==> config.mk <==
export PLATFORM = sky130hd
export DESIGN_NAME = axi_tlb_rd_xlat
export DESIGN_NICKNAME = d
export VERILOG_FILES = /design/src/rtl/axi_tlb_rd_xlat.sv
export SDC_FILE = /design/constraint.sdc
export NUM_CORES = 1
export LEC_CHECK = 0
export CELL_PAD_IN_SITES_DETAIL_PLACEMENT = 2
export CELL_PAD_IN_SITES_GLOBAL_PLACEMENT = 2
export CORE_ASPECT_RATIO = 1.1
export CORE_UTILIZATION = 26
export DETAILED_ROUTE_END_ITERATION = 8
export PLACE_DENSITY_LB_ADDON = 0.1
export SETUP_SLACK_MARGIN = 0.4
export SLEW_MARGIN = 20
export SYNTH_ARGS = -nofsm -noshare
export SYNTH_HDL_FRONTEND = slang
export SYNTH_SLANG_ARGS = --single-unit
==> constraint.sdc <==
create_clock -name clk_i -period 2.1 [get_ports clk_i]
set_input_delay 0.21 -clock clk_i [delete_from_list [all_inputs] [get_ports clk_i]]
set_output_delay 0.21 -clock clk_i [all_outputs]
set_load 0.005 [all_outputs]
==> src/rtl/axi_tlb_rd_xlat.sv <==
// AR-side translation sequencer: one AR at a time is looked up in the L1 table,
// then forwarded with the translated address on a hit or answered locally with DECERR beats on a miss.
module axi_tlb_rd_xlat #(
    parameter int AddrWidthIn  = 32,
    parameter int AddrWidthOut = 32,
    parameter int IdWidth      = 4,
    parameter int LenWidth     = 8
) (
    input  logic                    clk_i,
    input  logic                    rst_ni,
    input  logic [AddrWidthIn-1:0]  slv_ar_addr_i,
    input  logic [IdWidth-1:0]      slv_ar_id_i,
    input  logic [LenWidth-1:0]     slv_ar_len_i,
    input  logic                    slv_ar_valid_i,
    output logic                    slv_ar_ready_o,
    output logic [AddrWidthIn-1:0]  tlb_req_addr_o,
    output logic                    tlb_req_valid_o,
    input  logic                    tlb_req_ready_i,
    input  logic                    tlb_res_hit_i,
    input  logic [AddrWidthOut-1:0] tlb_res_addr_i,
    input  logic                    tlb_res_valid_i,
    output logic                    tlb_res_ready_o,
    output logic [AddrWidthOut-1:0] mst_ar_addr_o,
    output logic [IdWidth-1:0]      mst_ar_id_o,
    output logic [LenWidth-1:0]     mst_ar_len_o,
    output logic                    mst_ar_valid_o,
    input  logic                    mst_ar_ready_i,
    output logic [IdWidth-1:0]      err_r_id_o,
    output logic [1:0]              err_r_resp_o,
    output logic                    err_r_last_o,
    output logic                    err_r_valid_o,
    input  logic                    err_r_ready_i
);

    typedef enum logic [2:0] {
        IDLE = 3'd0,
        XLAT = 3'd1,
        RES  = 3'd2,
        FWD  = 3'd3,
        ERR  = 3'd4
    } state_e;

    state_e                  state_q, state_d;
    logic [AddrWidthIn-1:0]  addr_q, addr_d;
    logic [IdWidth-1:0]      id_q, id_d;
    logic [LenWidth-1:0]     len_q, len_d;
    logic [AddrWidthOut-1:0] xaddr_q, xaddr_d;
    logic [LenWidth-1:0]     cnt_q, cnt_d;

    always_ff @(posedge clk_i or negedge rst_ni) begin
        if (!rst_ni) begin
            state_q <= IDLE;
            addr_q  <= '0;
            id_q    <= '0;
            len_q   <= '0;
            xaddr_q <= '0;
            cnt_q   <= '0;
        end else begin
            state_q <= state_d;
            addr_q  <= addr_d;
            id_q    <= id_d;
            len_q   <= len_d;
            xaddr_q <= xaddr_d;
            cnt_q   <= cnt_d;
        end
    end

    always_comb begin
        state_d         = state_q;
        addr_d          = addr_q;
        id_d            = id_q;
        len_d           = len_q;
        xaddr_d         = xaddr_q;
        cnt_d           = cnt_q;
        slv_ar_ready_o  = 1'b0;
        tlb_req_valid_o = 1'b0;
        tlb_res_ready_o = 1'b0;
        mst_ar_valid_o  = 1'b0;
        err_r_valid_o   = 1'b0;

        case (state_q)
            IDLE: begin
                slv_ar_ready_o = 1'b1;
                if (slv_ar_valid_i) begin
                    addr_d  = slv_ar_addr_i;
                    id_d    = slv_ar_id_i;
                    len_d   = slv_ar_len_i;
                    state_d = XLAT;
                end
            end
            XLAT: begin
                tlb_req_valid_o = 1'b1;
                tlb_res_ready_o = 1'b1;
                // A fall-through table may answer in the request cycle; resolve without visiting RES.
                if (tlb_req_ready_i) begin
                    if (tlb_res_valid_i) begin
                        if (tlb_res_hit_i) begin
                            xaddr_d = tlb_res_addr_i;
                            state_d = FWD;
                        end else begin
                            cnt_d   = len_q;
                            state_d = ERR;
                        end
                    end else begin
                        state_d = RES;
                    end
                end
            end
            RES: begin
                tlb_res_ready_o = 1'b1;
                if (tlb_res_valid_i) begin
                    if (tlb_res_hit_i) begin
                        xaddr_d = tlb_res_addr_i;
                        state_d = FWD;
                    end else begin
                        cnt_d   = len_q;
                        state_d = ERR;
                    end
                end
            end
            FWD: begin
                mst_ar_valid_o = 1'b1;
                if (mst_ar_ready_i) begin
                    state_d = IDLE;
                end
            end
            ERR: begin
                err_r_valid_o = 1'b1;
                // cnt_q counts remaining beats after this one, so it stops at zero and never wraps.
                if (err_r_ready_i) begin
                    if (cnt_q == '0) begin
                        state_d = IDLE;
                    end else begin
                        cnt_d = cnt_q - 1'b1;
                    end
                end
            end
            default: begin
                state_d = IDLE;
            end
        endcase
    end

    assign tlb_req_addr_o = addr_q;
    assign mst_ar_addr_o  = xaddr_q;
    assign mst_ar_id_o    = id_q;
    assign mst_ar_len_o   = len_q;
    assign err_r_id_o     = id_q;
    assign err_r_resp_o   = 2'b11;
    assign err_r_last_o   = (state_q == ERR) && (cnt_q == '0);

endmodule

==> flow_metrics.py <==
metrics = {
    "outcome": {
        "outcome": "finished clean",
    },
    "critical_path": {
        "path_class": "reg -> reg",
        "reg2reg_from": "state_q[0]",
        "rrSetupSlack_ns": 0.23,
        "timing.rr.end": "cnt_q[0]",
        "critical_path.startpoint_type": "register",
        "crit_path_end_kind": "register",
        "crit_fanout": 4,
        "required_ns": 2.36,
        "cp_data_arrival_time_ns": 2.13,
        "reg2reg_depth": 7,
    },
    "timing": {
        "relSlewSlack_pct": 62.6,
        "fin_skew_ns": 0.0121,
        "rsz0062_at_grt": "true",
        "period_needed_ns": 1.87,
        "fmax_mhz": 534,
        "tightest_slew_ns": 0.562,
        "min_period_over_period_pct": 89.2,
        "maxSlewViolCount": 0,
        "finalSetupTns_ns": 0,
        "hold_viol": 0,
        "setup_viol": 0,
    },
    "synthesis": {
        "yosysTopAreaCellShare_pct": 58.7,
        "yosys.area.top_type": "dfrtp_1",
        "ys_seq_area_share_pct": 58.7,
        "synthMuxAreaShare_pct": 23.6,
        "avgSynthCellArea_um2": 13.7,
        "synthTopCellsByArea": "dfrtp_1, mux2_2, buf_2",
        "synth_edf_count": 0,
        "synthDistinctLibCells": 41,
        "synth_flop_cell": "dfrtp_1",
        "yosysWarnings": 0,
        "synth-seq-cells": 87,
        "synth_fa_ha_area_share_pct": 0.674,
        "synth-simple-area-share_pct": 5.66,
        "synth-compound-area-share_pct": 6.74,
        "async_flop_share_pct": 100,
        "postSynthCellCount": 271,
        "synth_top_family_by_area": "multiplexers",
        "netlist_area_um2": 3710,
        "synth_xor_xnor_area_share_pct": 0.236,
    },
    "detailed_routing": {
        "drt-vias-per-instance": 4.52,
        "drtAntennaViolNets": 0,
        "first_pass_iters": 4,
        "routed_wl_um": 13500,
        "drc": 0,
        "dr_total_vias": 3012,
        "wl_per_cell_um": 20.2,
        "drt_iter0_markers": 44,
    },
    "cts": {
        "clk_latency_ns": 0.34,
        "clock_sinks": 87,
        "path_clk_slew_ns": 0.06,
        "cts-buffers-inserted": 9,
        "clock_path_buffers": 2,
        "clockRootBuffer": "clkbuf_16",
        "cts_tree": "built",
        "ctsHtreeMaxLevel": 3,
    },
    "global_route": {
        "grt_first_pass_wirelength_um": 18400,
        "overflow": 0,
        "track_usage_pct": 17.1,
        "grt_pass1_vias": 3308,
        "antenna_found_initial": 0,
        "grt_max_degree": 40,
    },
    "power": {
        "vdd_ir_drop_max_mv": 0.590,
        "p_int_uw": 7220,
        "power_frac_seq_pct": 30.3,
        "power.density_nw_per_um2": 1520,
        "switching_share_pct": 30.2,
        "p_leak_uw": 0.00295,
        "pwr-share-clk_pct": 14.9,
        "power.switching_uw": 3120,
        "power.share.combinational_pct": 54.8,
    },
    "placed_design": {
        "port_buffers": 169,
        "gp_congestion": 0.779,
        "place.detailed.hpwl_um": 8210,
        "dp_cells": 625,
        "placement.cell_area_um2": 5690,
    },
    "final_layout": {
        "areaGrowthSynthToFinish_pct": 83.0,
        "nFillCells": 1365,
        "final_nets": 562,
        "drive_gt1_share_pct": 33.3,
        "fin_cells": 666,
        "final_area_um2": 6790,
        "num_antenna_cells": 0,
    },
    "floorplanning": {
        "start_util_pct": 26.8,
        "core.rowCount": 45,
        "coreArea_um2": 13900,
        "die_area_um2": 14800,
        "ios": 172,
        "die_w_um": 116,
        "die_h_um": 127,
    },
    "run": {
        "maxCapViolations": 0,
    },
    "worst_hold_path": {
        "hold_path.class": "in -> async",
    },
}
[area by class of cell]
cell class | instances | area [um2] | area share, %
Clock buffer | 11 | 233 | 3.43
Clock inverter | 2 | 35.0 | 0.516
Inverter | 9 | 36.3 | 0.534
Multi-Input combinational cell | 156 | 1780 | 26.2
Sequential cell | 87 | 2180 | 32.1
Tap cell | 188 | 235 | 3.46
Timing Repair Buffer | 213 | 2290 | 33.7
[synth_stat cells, types with 2 or more instances]
cell	count
mux2_1	2
nor3_1	5
buf_4	6
nand3_1	2
dfrtp_1	87
buf_6	2
and2_1	2
o21ai_0	3
mux2_2	74
a21oi_1	8
nor2_1	14
mux2i_1	2
nand2_1	6
ha_1	2
inv_1	9
buf_2	11
a211oi_1	2
o21ai_1	8
or3b_1	3
a22oi_1	2
[placed cells by master (no fill, tap or decap), types with 2 or more instances in the layout]
cell and count:
clkdlybuf4s50_1 162, dfrtp_1 85, mux2_4 76, buf_4 20, clkbuf_16 14, nor2_1 11, o21ai_1 9, inv_1 7
a21oi_1 7, buf_12 7, buf_6 6, nand2_1 5, nor2_2 3, or3b_4 3, nor3_1 3, buf_16 3
buf_8 3, dlygate4sd2_1 3, nor4_4 2, nand3_1 2, a22oi_1 2, o21ai_0 2, mux2i_1 2, conb_1 2
clkbuf_1 2, dfrtp_2 2
[repair_timing]
item,CTS,global route
setup endpoints to repair,93,92
resized for setup,26,105
pin swaps,9,6
gates cloned,4,6
hold buffers,1,0
hold endpoints to repair,37,0
buffers inserted,9,8
[routing by layer]
layer	up-vias	wire (um)	global-route usage, %
li1	1353	-	-
met1	1562	5560	19.3
met2	86	6870	28.9
met3	11	871	6.31
met4	0	182	6.79
met5	-	0	0
[state kept, by name (all words and copies together), names as in the netlist]
signal,cells
mst_ar_addr_o,32
tlb_req_addr_o,32
cnt_q,8
mst_ar_len_o,8
err_r_id_o,4
state_q,3
[power groups by stage]
stage | registers, uW | clock network (uW) | logic (uW)
6_report | 3130 | 1540 | 5670
5_1_grt | 3240 | 1650 | 6070
4_1_cts | 3100 | 1580 | 4650
3_5_place_dp | 3130 | 0 | 4220
3_3_place_gp | 3070 | 0 | 4140
2_1_floorplan | 3090 | 0 | 1820
[critical path, stage by stage (launching register included)]
cell and delay (ns):
dfrtp_1 0.39, or3b_4 0.41, buf_6 0.13, a31oi_4 0.21, o21bai_4 0.09, buf_4 0.15, or3_1 0.33, o21ai_1 0.08
[worst max path at each step]
stage,depth (start not counted),endpoint,start,slack [ns]
floorplan,6,cnt_q[7],state_q[2],0.35
global placement,7,cnt_q[0],tlb_res_hit_i,0.18
detailed placement,7,cnt_q[5],tlb_req_ready_i,0.17
CTS,8,cnt_q[0],state_q[1],0.20
global route,7,cnt_q[0],state_q[0],0.16
finish,7,cnt_q[0],state_q[0],0.23
[logic make-up after synthesis]
group | after synthesis
DFF | 87
muxes | 78
and+or+nand+nor | 38
AOI/OAI and AO/OA | 35
buffers and inverters | 29
adders and majority gates | 2
other | 1
xor gates and xnor gates | 1
[stage by stage]
step | power (uW) | setup slack [ns] | hold slack, ns | utilization (%)
after floorplan | 4910 | 0.349 | -0.0856 | -
after global placement | 7210 | 0.176 | 0.250 | 41.1
after detailed placement | 7340 | 0.170 | 0.244 | 41.1
after CTS | 9340 | 0.204 | 0.416 | 44.9
after global routing | 11000 | 0.158 | 0.462 | 49.0
final | 10300 | 0.226 | 0.411 | 49.0
(Power assumes the default switching activity.)
